## config.mk

```make
export PLATFORM = sky130hd
export DESIGN_NAME = mmio_bridge
export DESIGN_NICKNAME = d
export VERILOG_FILES = /design/src/rtl/mmio_pkg.sv /design/src/rtl/mmio_kbd_fifo.sv /design/src/rtl/mmio_bridge.sv
export SDC_FILE = /design/constraint.sdc
export NUM_CORES = 1
export LEC_CHECK = 0
export ABC_AREA = 1
export CORE_ASPECT_RATIO = 0.8
export CORE_MARGIN = 1
export CORE_UTILIZATION = 35
export DETAILED_ROUTE_END_ITERATION = 8
export GPL_ROUTABILITY_DRIVEN = 0
export PLACE_DENSITY = 0.64
export RECOVER_POWER = 50
export SYNTH_ARGS = -nofsm -noshare
export SYNTH_HDL_FRONTEND = slang
export SYNTH_SLANG_ARGS = --single-unit
```

## constraint.sdc

```tcl
create_clock -name clk -period 3 [get_ports clk]
set_input_delay 0.45 -clock clk [delete_from_list [all_inputs] [get_ports clk]]
set_output_delay 0.45 -clock clk [all_outputs]
set_load 0.02 [all_outputs]
```

## src/rtl/mmio_pkg.sv

```systemverilog
// mmio_pkg: region codes, register offsets, error bit indices and timebase constants for mmio_bridge
package mmio_pkg;
  localparam logic [11:0] REG_VGA = 12'h201;
  localparam logic [11:0] REG_KBD = 12'h202;
  localparam logic [11:0] REG_LED = 12'h203;
  localparam logic [11:0] REG_HEX = 12'h204;
  localparam logic [11:0] REG_CLK = 12'h205;
  localparam logic [11:0] REG_SW  = 12'h206;
  localparam logic [11:0] REG_ERR = 12'h207;
  typedef enum logic [1:0] {OFF_DATA = 2'd0} single_off_e;
  typedef enum logic [1:0] {KBD_POP = 2'd0, KBD_STAT = 2'd1} kbd_off_e;
  typedef enum logic [1:0] {CLK_S = 2'd0, CLK_MS = 2'd1, CLK_US = 2'd2, CLK_CMP = 2'd3} clk_off_e;
  typedef enum logic [1:0] {ERR_FLAGS = 2'd0, ERR_ADDR = 2'd1} err_off_e;
  localparam int ERR_RD = 0;
  localparam int ERR_WR = 1;
  localparam int US_PER_MS = 1000;
  localparam int MS_PER_S = 1000;
endpackage

```

## src/rtl/mmio_kbd_fifo.sv

```systemverilog
// mmio_kbd_fifo: scan-code FIFO; a push while full is dropped unless a pop frees a slot that same cycle
//   clk/clr: clock, sync active-high reset; push/din: write side; pop/dout: read side (dout shows head)
//   count/full/empty: occupancy status
module mmio_kbd_fifo #(
  parameter int DEPTH = 16,
  parameter int W = 8
) (
  input  logic                     clk,
  input  logic                     clr,
  input  logic                     push,
  input  logic [W-1:0]             din,
  input  logic                     pop,
  output logic [W-1:0]             dout,
  output logic [$clog2(DEPTH):0]   count,
  output logic                     full,
  output logic                     empty
);
  localparam int AW = $clog2(DEPTH);
  localparam int CW = AW + 1;
  logic [W-1:0] mem [DEPTH];
  logic [AW-1:0] wr_ptr, rd_ptr;
  logic do_push, do_pop;
  assign empty = count == '0;
  assign full = count == CW'(DEPTH);
  assign do_pop = pop && !empty;
  assign do_push = push && (!full || do_pop);
  assign dout = mem[rd_ptr];
  always_ff @(posedge clk) begin
    if (do_push && !clr) mem[wr_ptr] <= din;
  end
  always_ff @(posedge clk) begin
    if (clr) begin
      wr_ptr <= '0;
      rd_ptr <= '0;
      count <= '0;
    end else begin
      if (do_push) wr_ptr <= wr_ptr + AW'(1);
      if (do_pop) rd_ptr <= rd_ptr + AW'(1);
      count <= count + CW'(do_push) - CW'(do_pop);
    end
  end
endmodule

```

## src/rtl/mmio_bridge.sv

```systemverilog
// mmio_bridge: CPU MMIO decode for LED, 7-seg, VGA line, switches, keyboard FIFO, us/ms/s counters and error capture
//   clk/clr: clock, sync active-high reset; addr/re/we/wdata -> rdata: CPU data port, rdata registered
//   kbd_code/kbd_valid: scan-code strobe; sw: switches; led/hex/vga_line: output registers
//   err_irq: any error flag set; timer_irq: clk_ms compare match, only when MMIO_TIMER_CMP_EN is defined
module mmio_bridge
  import mmio_pkg::*;
#(
  parameter int CLK_HZ = 50000000,
  parameter int KBD_DEPTH = 16,
  parameter int LED_W = 16,
  parameter int SW_W = 16
) (
  input  logic              clk,
  input  logic              clr,
  input  logic [31:0]       addr,
  input  logic              re,
  input  logic              we,
  input  logic [31:0]       wdata,
  output logic [31:0]       rdata,
  input  logic [7:0]        kbd_code,
  input  logic              kbd_valid,
  input  logic [SW_W-1:0]   sw,
  output logic [LED_W-1:0]  led,
  output logic [31:0]       hex,
  output logic [31:0]       vga_line,
  output logic              err_irq,
  output logic              timer_irq
);
  localparam int CW = $clog2(KBD_DEPTH) + 1;
  localparam logic [31:0] DIV_M1 = 32'(CLK_HZ / 1000000 - 1);
  logic [11:0] region;
  logic [1:0] off;
  logic rd_ok, wr_ok;
  logic [31:0] rd_val;
  logic kbd_pop, kbd_full, kbd_empty, kbd_ovf;
  logic [7:0] kbd_dout;
  logic [CW-1:0] kbd_count;
  logic [31:0] clk_s, clk_ms, clk_us, pre_us, cmp;
  logic [9:0] pre_ms, pre_s;
  logic us_tick, ms_tick, s_tick, clk_clr, err_clr;
  logic [1:0] flags, flags_nxt, new_err;
  logic [31:0] err_addr;
  logic unused_addr;
  assign region = addr[31:20];
  assign off = addr[3:2];
  assign unused_addr = ^{addr[19:4], addr[1:0]};
  assign kbd_pop = re && region == REG_KBD && off == KBD_POP;
  assign clk_clr = we && region == REG_CLK && off != CLK_CMP;
  assign err_clr = we && region == REG_ERR && off == ERR_FLAGS;
  assign us_tick = pre_us == DIV_M1;
  assign ms_tick = us_tick && pre_ms == 10'(US_PER_MS - 1);
  assign s_tick = ms_tick && pre_s == 10'(MS_PER_S - 1);
`ifdef MMIO_TIMER_CMP_EN
  localparam bit CMP_EN = 1'b1;
  always_ff @(posedge clk) begin
    if (clr) begin
      cmp <= '0;
      timer_irq <= 1'b0;
    end else if (we && region == REG_CLK && off == CLK_CMP) begin
      cmp <= wdata;
      timer_irq <= 1'b0;
    end else if (ms_tick && !clk_clr && clk_ms + 32'd1 == cmp) begin
      timer_irq <= 1'b1;
    end
  end
`else
  localparam bit CMP_EN = 1'b0;
  assign cmp = '0;
  assign timer_irq = 1'b0;
`endif
  always_comb begin
    rd_ok = 1'b0;
    wr_ok = 1'b0;
    rd_val = '0;
    case (region)
      REG_VGA: begin
        rd_ok = off == OFF_DATA;
        wr_ok = rd_ok;
        rd_val = vga_line;
      end
      REG_KBD: begin
        rd_ok = off == KBD_POP || off == KBD_STAT;
        wr_ok = off == KBD_STAT;
        rd_val = off == KBD_STAT ? {16'b0, kbd_ovf, 7'b0, 8'(kbd_count)} : kbd_empty ? '0 : {23'b0, 1'b1, kbd_dout};
      end
      REG_LED: begin
        rd_ok = off == OFF_DATA;
        wr_ok = rd_ok;
        rd_val = 32'(led);
      end
      REG_HEX: begin
        rd_ok = off == OFF_DATA;
        wr_ok = rd_ok;
        rd_val = hex;
      end
      REG_CLK: begin
        rd_ok = off != CLK_CMP || CMP_EN;
        wr_ok = rd_ok;
        rd_val = off == CLK_S ? clk_s : off == CLK_MS ? clk_ms : off == CLK_US ? clk_us : cmp;
      end
      REG_SW: begin
        rd_ok = off == OFF_DATA;
        rd_val = 32'(sw);
      end
      REG_ERR: begin
        rd_ok = off == ERR_FLAGS || off == ERR_ADDR;
        wr_ok = rd_ok;
        rd_val = off == ERR_FLAGS ? {30'b0, flags} : err_addr;
      end
      default: ;
    endcase
  end
  assign new_err[ERR_RD] = re && !rd_ok;
  assign new_err[ERR_WR] = we && !wr_ok;
  // a clear and a fresh error on the same edge leave the fresh error standing
  assign flags_nxt = (err_clr ? 2'b00 : flags) | new_err;
  mmio_kbd_fifo #(.DEPTH(KBD_DEPTH), .W(8)) u_kbd (
    .clk(clk),
    .clr(clr),
    .push(kbd_valid),
    .din(kbd_code),
    .pop(kbd_pop),
    .dout(kbd_dout),
    .count(kbd_count),
    .full(kbd_full),
    .empty(kbd_empty)
  );
  always_ff @(posedge clk) begin
    if (clr) begin
      rdata <= '0;
      led <= '0;
      hex <= '0;
      vga_line <= '0;
      kbd_ovf <= 1'b0;
      flags <= '0;
      err_addr <= '0;
      err_irq <= 1'b0;
    end else begin
      if (re) rdata <= rd_ok ? rd_val : '0;
      if (wr_ok && we && region == REG_LED) led <= wdata[LED_W-1:0];
      if (wr_ok && we && region == REG_HEX) hex <= wdata;
      if (wr_ok && we && region == REG_VGA) vga_line <= wdata;
      kbd_ovf <= (we && region == REG_KBD && off == KBD_STAT ? 1'b0 : kbd_ovf) | (kbd_valid && kbd_full && !kbd_pop);
      flags <= flags_nxt;
      err_irq <= |flags_nxt;
      if (|new_err && (flags == '0 || err_clr)) err_addr <= addr;
      else if (err_clr) err_addr <= '0;
    end
  end
  always_ff @(posedge clk) begin
    if (clr || clk_clr) begin
      pre_us <= '0;
      pre_ms <= '0;
      pre_s <= '0;
      clk_us <= '0;
      clk_ms <= '0;
      clk_s <= '0;
    end else begin
      pre_us <= us_tick ? '0 : pre_us + 32'd1;
      if (us_tick) begin
        clk_us <= clk_us + 32'd1;
        pre_ms <= ms_tick ? '0 : pre_ms + 10'd1;
      end
      if (ms_tick) begin
        clk_ms <= clk_ms + 32'd1;
        pre_s <= s_tick ? '0 : pre_s + 10'd1;
      end
      if (s_tick) clk_s <= clk_s + 32'd1;
    end
  end
endmodule

```

==> flow_metrics.py, run 1 <==
metrics = {
    "sta": {
        "tns_ns": 0,
        "hold_viol": 0,
        "clock.fmax_ghz": 0.368,
        "min_period_ns": 2.72,
        "rsz0062_at_grt": "false",
        "relSlewSlack_pct": 26.5,
        "clock_skew_ns": 0.0250,
        "fin_crit_sh_pct": 90.6,
        "worstMarginPinSlew_ns": 1.10,
        "hold_ws_ns": 0.280,
        "setup_violations": 0,
        "maxSlewViolCount": 0,
    },
    "pwr": {
        "vdd_drop_max_mv": 0.364,
        "swShare_pct": 23.8,
        "leakage_uw": 0.0105,
        "clkPwrFrac_pct": 45.2,
        "power.density_nw_per_um2": 474,
        "p_int_uw": 9880,
        "total_power_uw": 13000,
        "p_comb_share_pct": 6.4,
        "p_seq_share_pct": 48.4,
        "p_switching_uw": 3090,
    },
    "run": {
        "drv_cap": 0,
    },
    "global_routing": {
        "antenna_found_initial": 5,
        "grt_pass1_wl_mm": 111,
        "grt_use_total_pct": 21.5,
        "grt_max_degree": 114,
        "grt_pass1_vias": 19400,
        "overflow": 0,
    },
    "yosys": {
        "syn_avg_cell_area_um2": 7.23,
        "ys_async_sr_fraction_pct": 0,
        "yosysUniqueCellTypes": 47,
        "ys_warn_count": 0,
        "syn_inst": 3110,
        "syn_area_um2": 22500,
        "synth_seq_cells": 441,
        "synth-main-ff-cell": "dfxtp_1",
        "syn_nets": 3221,
        "synth_seq_area_share_pct": 45.0,
        "synth_edf_count": 128,
    },
    "worst_setup_path": {
        "crit_arrival_ns": 3.21,
        "cp_data_required_time_ns": 3.49,
        "path_class": "in2reg",
        "worstSetupEndpointType": "flip-flop",
        "start_kind": "input port",
        "critPathMaxFanout": 2,
    },
    "drt": {
        "first_pass_iters": 6,
        "vias": 20900,
        "wire_per_inst_um": 17.0,
        "routed_wl_mm": 71.5,
        "vias_per_cell": 4.98,
        "antenna_left": 0,
        "drt_iter0_drc": 1947,
        "drc_errors": 0,
    },
    "place": {
        "dp_hpwl_mm": 50.6,
        "dpl.cell_count": 4115,
        "portBuffers": 205,
    },
    "die": {
        "start_util_pct": 35.6,
        "die_x_um": 285,
        "die_h_um": 229,
        "die_area_um2": 65300,
        "core_um2": 63100,
        "rows": 82,
        "pin_count": 207,
    },
    "cells_and_area": {
        "layout_common_cells": "869 x nand2_1, 367 x inv_1, 338 x nor2_1",
        "final_common_cell": "nand2_1",
        "fin_cells": 4199,
        "drive_above_1_share_pct": 6.29,
        "syn_to_final_growth_pct": 21.7,
        "finalNetCount": 3434,
    },
    "clocking": {
        "root_buffer": "clkbuf_16",
        "cts_tree": "yes",
        "cts_setup_buffers": 0,
        "worst_skew_pair.late_latency_ns": 0.60,
        "clock_sinks": 441,
        "ctsHoldBuffers": 0,
        "htreeDepth": 2,
        "clk_pin_slew_ns": 0.06,
        "cts_made_buffers": 46,
        "cts_resized": 0,
        "clockBufferDepth": 3,
    },
    "worst_hold_path": {
        "hold_class": "in2reg",
    },
    "status": {
        "status": "finished clean",
    },
}
## cell families (layout without fill, tap and decap cells)
logic type / count (synthesis) / count (layout) / share of synthesized area [%]
xor+xnor: 105 / 105 / 4.09
other cells: 1 / 3 / 0.0167
buf+inv: 521 / 768 / 9.36
compound gates: 436 / 436 / 10.8
simple gates: 1588 / 1588 / 29.7
fa+ha+maj: 18 / 18 / 1.03
flops: 441 / 441 / 45.0
## final cells by class
cell class | count | area (µm²)
Inverter | 383 | 1440
Clock buffer | 64 | 1310
Clock inverter | 18 | 211
Multi-Input combinational cell | 2148 | 10300
Fill cell | 6388 | 35700
Sequential cell | 441 | 10100
Antenna cell | 2 | 5.00
Timing Repair Buffer | 303 | 2970
Tap cell | 840 | 1050
## path summary, 6_finish.rpt
| kind | from | endpoint | slack, ns | depth (start not counted) |
|---|---|---|---|---|
| worst min register to register | pre_us[0] | pre_us[0] | 0.46 | 1 |
| worst max register to register | pre_us[31] | clk_s[30] | 0.52 | 8 |
| worst min-delay path | clr | u_kbd.count[4] | 0.28 | 4 |
| worst max-delay path | addr[28] | u_kbd.count[4] | 0.28 | 17 |
## power groups by stage
stage	registers (µW)	clock network [µW]	logic, µW
3_3_place_gp	6400	0	829
5_1_grt	6280	6180	916
2_1_floorplan	6390	0	445
3_5_place_dp	6400	0	831
4_1_cts	6270	5960	834
6_report	6270	5870	829
## cell usage after synthesis (8+ instances only)
library cell / instances / share of area, %
clkbuf_1: 61 / 1.0
o2111ai_1: 16 / 0.62
buf_6: 10 / 0.50
nor3b_1: 11 / 0.37
nand2_1: 866 / 14
buf_2: 46 / 1.0
nor2_2: 8 / 0.22
nand3_1: 180 / 4.0
o21ai_0: 116 / 2.6
nand2_2: 9 / 0.25
edfxtp_1: 128 / 17
a21oi_1: 224 / 5.0
nor3_1: 79 / 1.8
dfxtp_1: 313 / 28
buf_1: 17 / 0.28
o211ai_1: 35 / 1.2
xnor2_1: 17 / 0.66
nand4_1: 51 / 1.4
ha_1: 17 / 0.95
inv_1: 367 / 6.1
nor4_1: 23 / 0.64
o221ai_1: 9 / 0.35
o22ai_1: 13 / 0.36
nor2_1: 338 / 5.6
inv_2: 9 / 0.15
xor2_1: 88 / 3.4
## sequential cells by signal, summed over array words and instances (netlist names), named ones only
| signal | cells |
|---|---|
| u_kbd.mem | 128 |
| clk_ms | 32 |
| clk_s | 32 |
| clk_us | 32 |
| err_addr | 32 |
| hex | 32 |
| pre_us | 32 |
| rdata | 32 |
| vga_line | 32 |
| led | 16 |
| pre_ms | 10 |
| pre_s | 10 |
| u_kbd.count | 5 |
| u_kbd.rd_ptr | 4 |
| u_kbd.wr_ptr | 4 |
| flags | 2 |
| err_irq | 1 |
| kbd_ovf | 1 |
## layer usage
layer	vias up	GRT usage, %	wire (µm)
met2	776	31.4	30000
met4	6	6.67	1980
met5	-	0	42
met3	119	4.96	5880
met1	9548	31.0	33600
li1	10500	-	-
## through the flow
stage                     area (µm²)  utilization (%)  worst slack (ns)
final                          27400             43.4             0.282
after global routing           27400             43.4            0.0923
after CTS                      27400             43.5             0.399
after detailed placement       25900             41.0            -0.246
after global placement         25900             41.0            -0.253
after floorplan                22500                -             0.386
## worst max-delay path: stages
cell             delay [ns]
clkdlybuf4s50_1        0.43
clkbuf_4               0.15
nor2_1                 0.21
nand2_4                0.07
nor4_1                 0.31
buf_4                  0.23
nand4_1                0.11
nand2_1                0.08
nand2_1                0.07
inv_2                  0.06
ha_1                   0.15
inv_1                  0.05
fa_1                   0.37
nor3_1                 0.18
a211oi_1               0.08
o21ai_0                0.15
a21oi_1                0.05
Power figures use the tool's default switching activity.
==> run 2: changes to the inputs <==
--- a/config.mk
+++ b/config.mk
@@ -11,7 +11,7 @@
 export CORE_UTILIZATION = 35
 export DETAILED_ROUTE_END_ITERATION = 8
 export GPL_ROUTABILITY_DRIVEN = 0
-export PLACE_DENSITY = 0.64
+export PLACE_DENSITY = 0.53
 export RECOVER_POWER = 50
 export SYNTH_ARGS = -nofsm -noshare
 export SYNTH_HDL_FRONTEND = slang
==> flow_metrics.py, run 2 (synthesis results as in run 1) <==
metrics = {
    "status": {
        "status": "finished clean",
    },
    "die": {
        "die_h_um": 229,
        "start_util_pct": 35.6,
        "pin_count": 207,
        "core_um2": 63100,
        "rows": 82,
        "die_x_um": 285,
        "die_area_um2": 65300,
    },
    "cells_and_area": {
        "fin_area_um2": 27500,
        "largest_reg_flops": 128,
        "finalNetCount": 3441,
        "largest_register": "u_kbd.mem",
        "drive_above_1_share_pct": 6.47,
        "fill_cells": 6427,
        "final_common_cell": "nand2_1",
        "syn_to_final_growth_pct": 22.2,
        "layout_common_cells": "868 x nand2_1, 369 x inv_1, 336 x nor2_1",
    },
    "worst_setup_path": {
        "path_class": "in2reg",
        "worstSetupEndpointType": "flip-flop",
        "r2r-start": "u_kbd.count[3]",
        "critPathMaxFanout": 50,
        "r2r_end": "u_kbd.count[4]",
        "crit_arrival_ns": 3.28,
        "cp_data_required_time_ns": 3.47,
        "start_kind": "input port",
        "rrSetupSlack_ns": 0.48,
        "reg2reg_depth": 14,
    },
    "clocking": {
        "root_buffer": "clkbuf_16",
        "clockBufferDepth": 3,
        "clock_sinks": 441,
        "cts_setup_buffers": 0,
        "htreeDepth": 2,
        "cts_made_buffers": 49,
        "worst_skew_pair.late_latency_ns": 0.61,
        "cts_resized": 0,
        "clk_pin_slew_ns": 0.06,
        "ctsHoldBuffers": 0,
        "cts_tree": "yes",
    },
    "sta": {
        "min_period_ns": 2.81,
        "rsz0062_at_grt": "false",
        "worstMarginPinSlew_ns": 1.11,
        "maxSlewViolCount": 0,
        "clock.fmax_ghz": 0.356,
        "fin_ws_ns": 0.192,
        "fin_crit_sh_pct": 93.6,
        "hold_viol": 0,
        "relSlewSlack_pct": 26.0,
        "setup_violations": 0,
        "clock_skew_ns": 0.0293,
    },
    "drt": {
        "first_pass_iters": 5,
        "vias": 21400,
        "drc_errors": 0,
        "drt_iter0_drc": 1857,
        "routed_wl_mm": 77.2,
        "antenna_left": 0,
        "wire_per_inst_um": 18.3,
        "vias_per_cell": 5.07,
    },
    "global_routing": {
        "overflow": 0,
        "grt_pass1_vias": 20000,
        "grt_use_total_pct": 23.3,
        "grt_max_degree": 82,
        "grt_pass1_wl_mm": 119,
        "antenna_found_initial": 5,
    },
    "place": {
        "dpl_worst_slack_ns": -0.193,
        "placed_area_um2": 25900,
        "dp_hpwl_mm": 55.9,
        "portBuffers": 205,
    },
    "pwr": {
        "p_int_uw": 10100,
        "swShare_pct": 23.8,
        "p_seq_share_pct": 47.2,
        "total_power_uw": 13300,
        "p_switching_uw": 3170,
        "clkPwrFrac_pct": 46.5,
        "vdd_drop_max_mv": 0.377,
        "power.density_nw_per_um2": 483,
        "leakage_uw": 0.0106,
        "p_comb_share_pct": 6.3,
    },
    "run": {
        "drv_cap": 0,
    },
    "worst_hold_path": {
        "hold_start": "clr",
        "holdPathStages": 4,
        "hold_end": "u_kbd.count[4]",
        "hold_class": "in2reg",
    },
}
-- run 2: changes by cell type in the layout (fill, tap and decap cells not counted), moves of 2 or more --
cell | previous run | this run
inv_2 | 9 | 7
nor2_1 | 338 | 336
clkbuf_16 | 47 | 51
clkinv_2 | 12 | 10
buf_4 | 74 | 79
clkbuf_1 | 14 | 17
nor2_2 | 8 | 11
clkinv_1 | 6 | 9
clkbuf_2 | 2 | 0
inv_1 | 367 | 369
-- run 2: critical path, stage by stage --
cell	delay, ns
clkdlybuf4s50_1	0.45
nor2_1	0.15
nand2_2	0.11
buf_4	0.15
nor2_2	0.41
nand3_2	0.27
o21ai_4	0.25
clkbuf_4	0.66
buf_12	0.26
a21oi_1	0.07
-- run 2: cell type report --
type                       count  area (µm²)  share of cell area [%]
inverter                     383        1440                    5.23
tap                          840        1050                    3.82
sequential                   441       10100                    36.8
clock buffer                  70        1430                    5.19
multi-input combinational   2148       10300                    37.4
clock inverter                20         206                   0.751
antenna                        2        5.00                  0.0182
timing repair buffer         307        2980                    10.8
-- run 2: power by group through the flow --
stage | combinational, µW | clock (µW) | sequential, µW
floorplan | 445 | 0 | 6390
global placement | 835 | 0 | 6400
detailed placement | 845 | 0 | 6400
CTS | 848 | 6330 | 6270
global route | 926 | 6550 | 6280
finish | 839 | 6170 | 6270
-- run 2: routing by layer --
metal	up-vias	global-route usage, %	wire, µm
met2	813	35.1	33300
met5	-	0	27
met3	127	3.88	5910
met4	4	7.65	2330
met1	9937	33.8	35700
li1	10500	-	-
-- run 2: worst max-delay path by stage --
stage	from	endpoint	slack (ns)
floorplan	addr[2]	u_kbd.count[4]	0.39
global placement	addr[29]	u_kbd.count[4]	-0.18
detailed placement	addr[25]	u_kbd.count[4]	-0.19
CTS	addr[25]	u_kbd.count[4]	0.45
global route	addr[29]	u_kbd.count[4]	0.04
finish	addr[25]	clk_us[10]	0.19
-- run 2: per-stage QoR --
stage,instances,hold slack [ns],TNS (ns),util [%]
3_5_place_dp,4119,0.458,-0.362,41.1
3_3_place_gp,4119,0.446,-0.222,41.1
4_1_cts,4209,0.246,0,43.6
6_report,4211,0.289,0,43.6
2_1_floorplan,3110,0.433,0,-
5_1_grt,4211,0.293,0,43.6
==> run 3: changes to the inputs <==
--- a/config.mk
+++ b/config.mk
@@ -10,7 +10,6 @@
 export CORE_MARGIN = 1
 export CORE_UTILIZATION = 35
 export DETAILED_ROUTE_END_ITERATION = 8
-export GPL_ROUTABILITY_DRIVEN = 0
 export PLACE_DENSITY = 0.53
 export RECOVER_POWER = 50
 export SYNTH_ARGS = -nofsm -noshare
==> flow_metrics.py, run 3 (synthesis results as in run 1) <==
metrics = {
    "status": {
        "status": "finished clean",
    },
    "sta": {
        "maxSlewViolCount": 0,
        "min_period_ns": 2.81,
        "worstMarginPinSlew_ns": 1.13,
        "clock.fmax_ghz": 0.356,
        "setup_violations": 0,
        "rsz0062_at_grt": "false",
        "hold_viol": 0,
        "relSlewSlack_pct": 24.7,
        "fin_crit_sh_pct": 93.6,
        "clock_skew_ns": 0.0193,
    },
    "drt": {
        "vias_per_cell": 5.07,
        "routed_wl_mm": 78.8,
        "vias": 21400,
        "first_pass_iters": 5,
        "wire_per_inst_um": 18.7,
        "drt_iter0_drc": 1977,
        "drc_errors": 0,
        "antenna_left": 0,
    },
    "clocking": {
        "clock_sinks": 441,
        "cts_setup_buffers": 0,
        "ctsHoldBuffers": 0,
        "cts_resized": 0,
        "cts_tree": "yes",
        "clk_pin_slew_ns": 0.06,
        "cts_made_buffers": 48,
        "root_buffer": "clkbuf_16",
        "htreeDepth": 2,
        "clockBufferDepth": 3,
        "worst_skew_pair.late_latency_ns": 0.61,
    },
    "cells_and_area": {
        "final_common_cell": "nand2_1",
        "drive_above_1_share_pct": 6.47,
        "fin_area_um2": 27400,
        "largest_reg_flops": 128,
        "syn_to_final_growth_pct": 21.9,
        "largest_register": "u_kbd.mem",
        "finalNetCount": 3443,
        "layout_common_cells": "867 x nand2_1, 368 x inv_1, 336 x nor2_1",
        "postLayoutCoreUtil_pct": 43.5,
    },
    "worst_setup_path": {
        "reg2reg_depth": 8,
        "cp_slowest_cell": "clkdlybuf4s50_1",
        "slowest_delay_ns": 0.43,
        "cp_data_required_time_ns": 3.48,
        "cp_num_buf_inv": 5,
        "path_class": "in2reg",
        "critPathMaxFanout": 2,
        "path_depth": 17,
        "cpMostUsedCell": "nand2_1",
        "worstSetupEndpointType": "flip-flop",
        "start_kind": "input port",
        "crit_arrival_ns": 3.28,
        "crit_family": "simple AND/OR/NAND/NOR gates",
        "crit_chain": "clkdlybuf4s50_1 > nor2_1 > nand2_2 > buf_4 > nor4_1 > clkbuf_1 > nand4_1 > nand2_1 > nand2_1 > inv_2 > ha_1 > inv_1 > fa_1 > nor3_1 > a211oi_1 > o21ai_0 > a21oi_1",
    },
    "global_routing": {
        "antenna_found_initial": 5,
        "grt_max_degree": 83,
        "grt_use_total_pct": 23.7,
        "grt_pass1_vias": 20200,
        "grt_pass1_wl_mm": 121,
        "overflow": 0,
    },
    "pwr": {
        "clkPwrFrac_pct": 46.3,
        "swShare_pct": 24.1,
        "vdd_drop_max_mv": 0.419,
        "p_comb_share_pct": 6.3,
        "power.density_nw_per_um2": 483,
        "p_seq_share_pct": 47.3,
        "p_int_uw": 10100,
        "p_switching_uw": 3190,
        "leakage_uw": 0.0106,
    },
    "die": {
        "die_x_um": 285,
        "pin_count": 207,
        "start_util_pct": 35.6,
        "die_h_um": 229,
        "rows": 82,
        "core_um2": 63100,
        "die_area_um2": 65300,
    },
    "place": {
        "place_congestion": 0.892,
        "placed_area_um2": 25900,
        "dp_hpwl_mm": 57.4,
        "portBuffers": 205,
    },
    "worst_hold_path": {
        "hold_class": "in2reg",
        "holdPathStages": 4,
    },
    "run": {
        "drv_cap": 0,
    },
}
## run 3: cell types whose count changed in the layout (fill, tap and decap cells not counted), moves of 2 or more
cell        previous run  this run
clkbuf_8               8         4
clkinvlp_4             2         0
clkbuf_2               0         2
buf_4                 79        82
clkbuf_1              17        21
clkinvlp_2             0         2
bufinv_16              3         5
clkbuf_16             51        48
buf_12                15        11
## run 3: stage by stage
step	power [µW]	hold WS (ns)	setup TNS, ns	std cells	worst slack [ns]
final	13200	0.275	0	4214	0.192
after global routing	13700	0.277	0	4214	0.0497
after CTS	13400	0.266	0	4212	0.291
after floorplan	6830	0.433	0	3110	0.386
after detailed placement	7250	0.456	-3.13	4122	-0.354
after global placement	7230	0.446	-0.828	4122	-0.290
## run 3: final cells by class
class                   count  area, µm²
fillers                  6448      35700
flip-flops and latches    441      10100
well taps                 840       1050
clock inverters            24        300
multi-input cells        2148      10300
inverters                 383       1440
repair buffers            310       2940
diodes                      2       5.00
clock buffers              66       1310
## run 3: layer usage
layer | track usage (%) | routed length [µm]
met3 | 3.72 | 5330
met2 | 35.7 | 34300
met4 | 6.99 | 1900
met5 | 0.515 | 36
met1 | 34.7 | 37300
## run 3: worst min-delay path, delay by kind of cell
family | cells | cell delay [ns]
AO/OA/AOI/OAI | 2 | 0.15
buffers and inverters | 2 | 0.24
## run 3: power groups by stage
stage / combinational [µW] / sequential, µW / clock (µW)
finish: 840 / 6270 / 6130
global route: 919 / 6280 / 6520
CTS: 853 / 6270 / 6260
detailed placement: 848 / 6400 / 0
global placement: 835 / 6400 / 0
floorplan: 445 / 6390 / 0
## run 3: path summary, 6_finish.rpt
kind | from | slack (ns) | to
max | addr[25] | 0.19 | u_kbd.count[4]
max reg2reg | pre_us[24] | 0.37 | clk_s[1]
min reg2reg | rdata[10] | 0.46 | rdata[10]
min | clr | 0.28 | u_kbd.count[3]
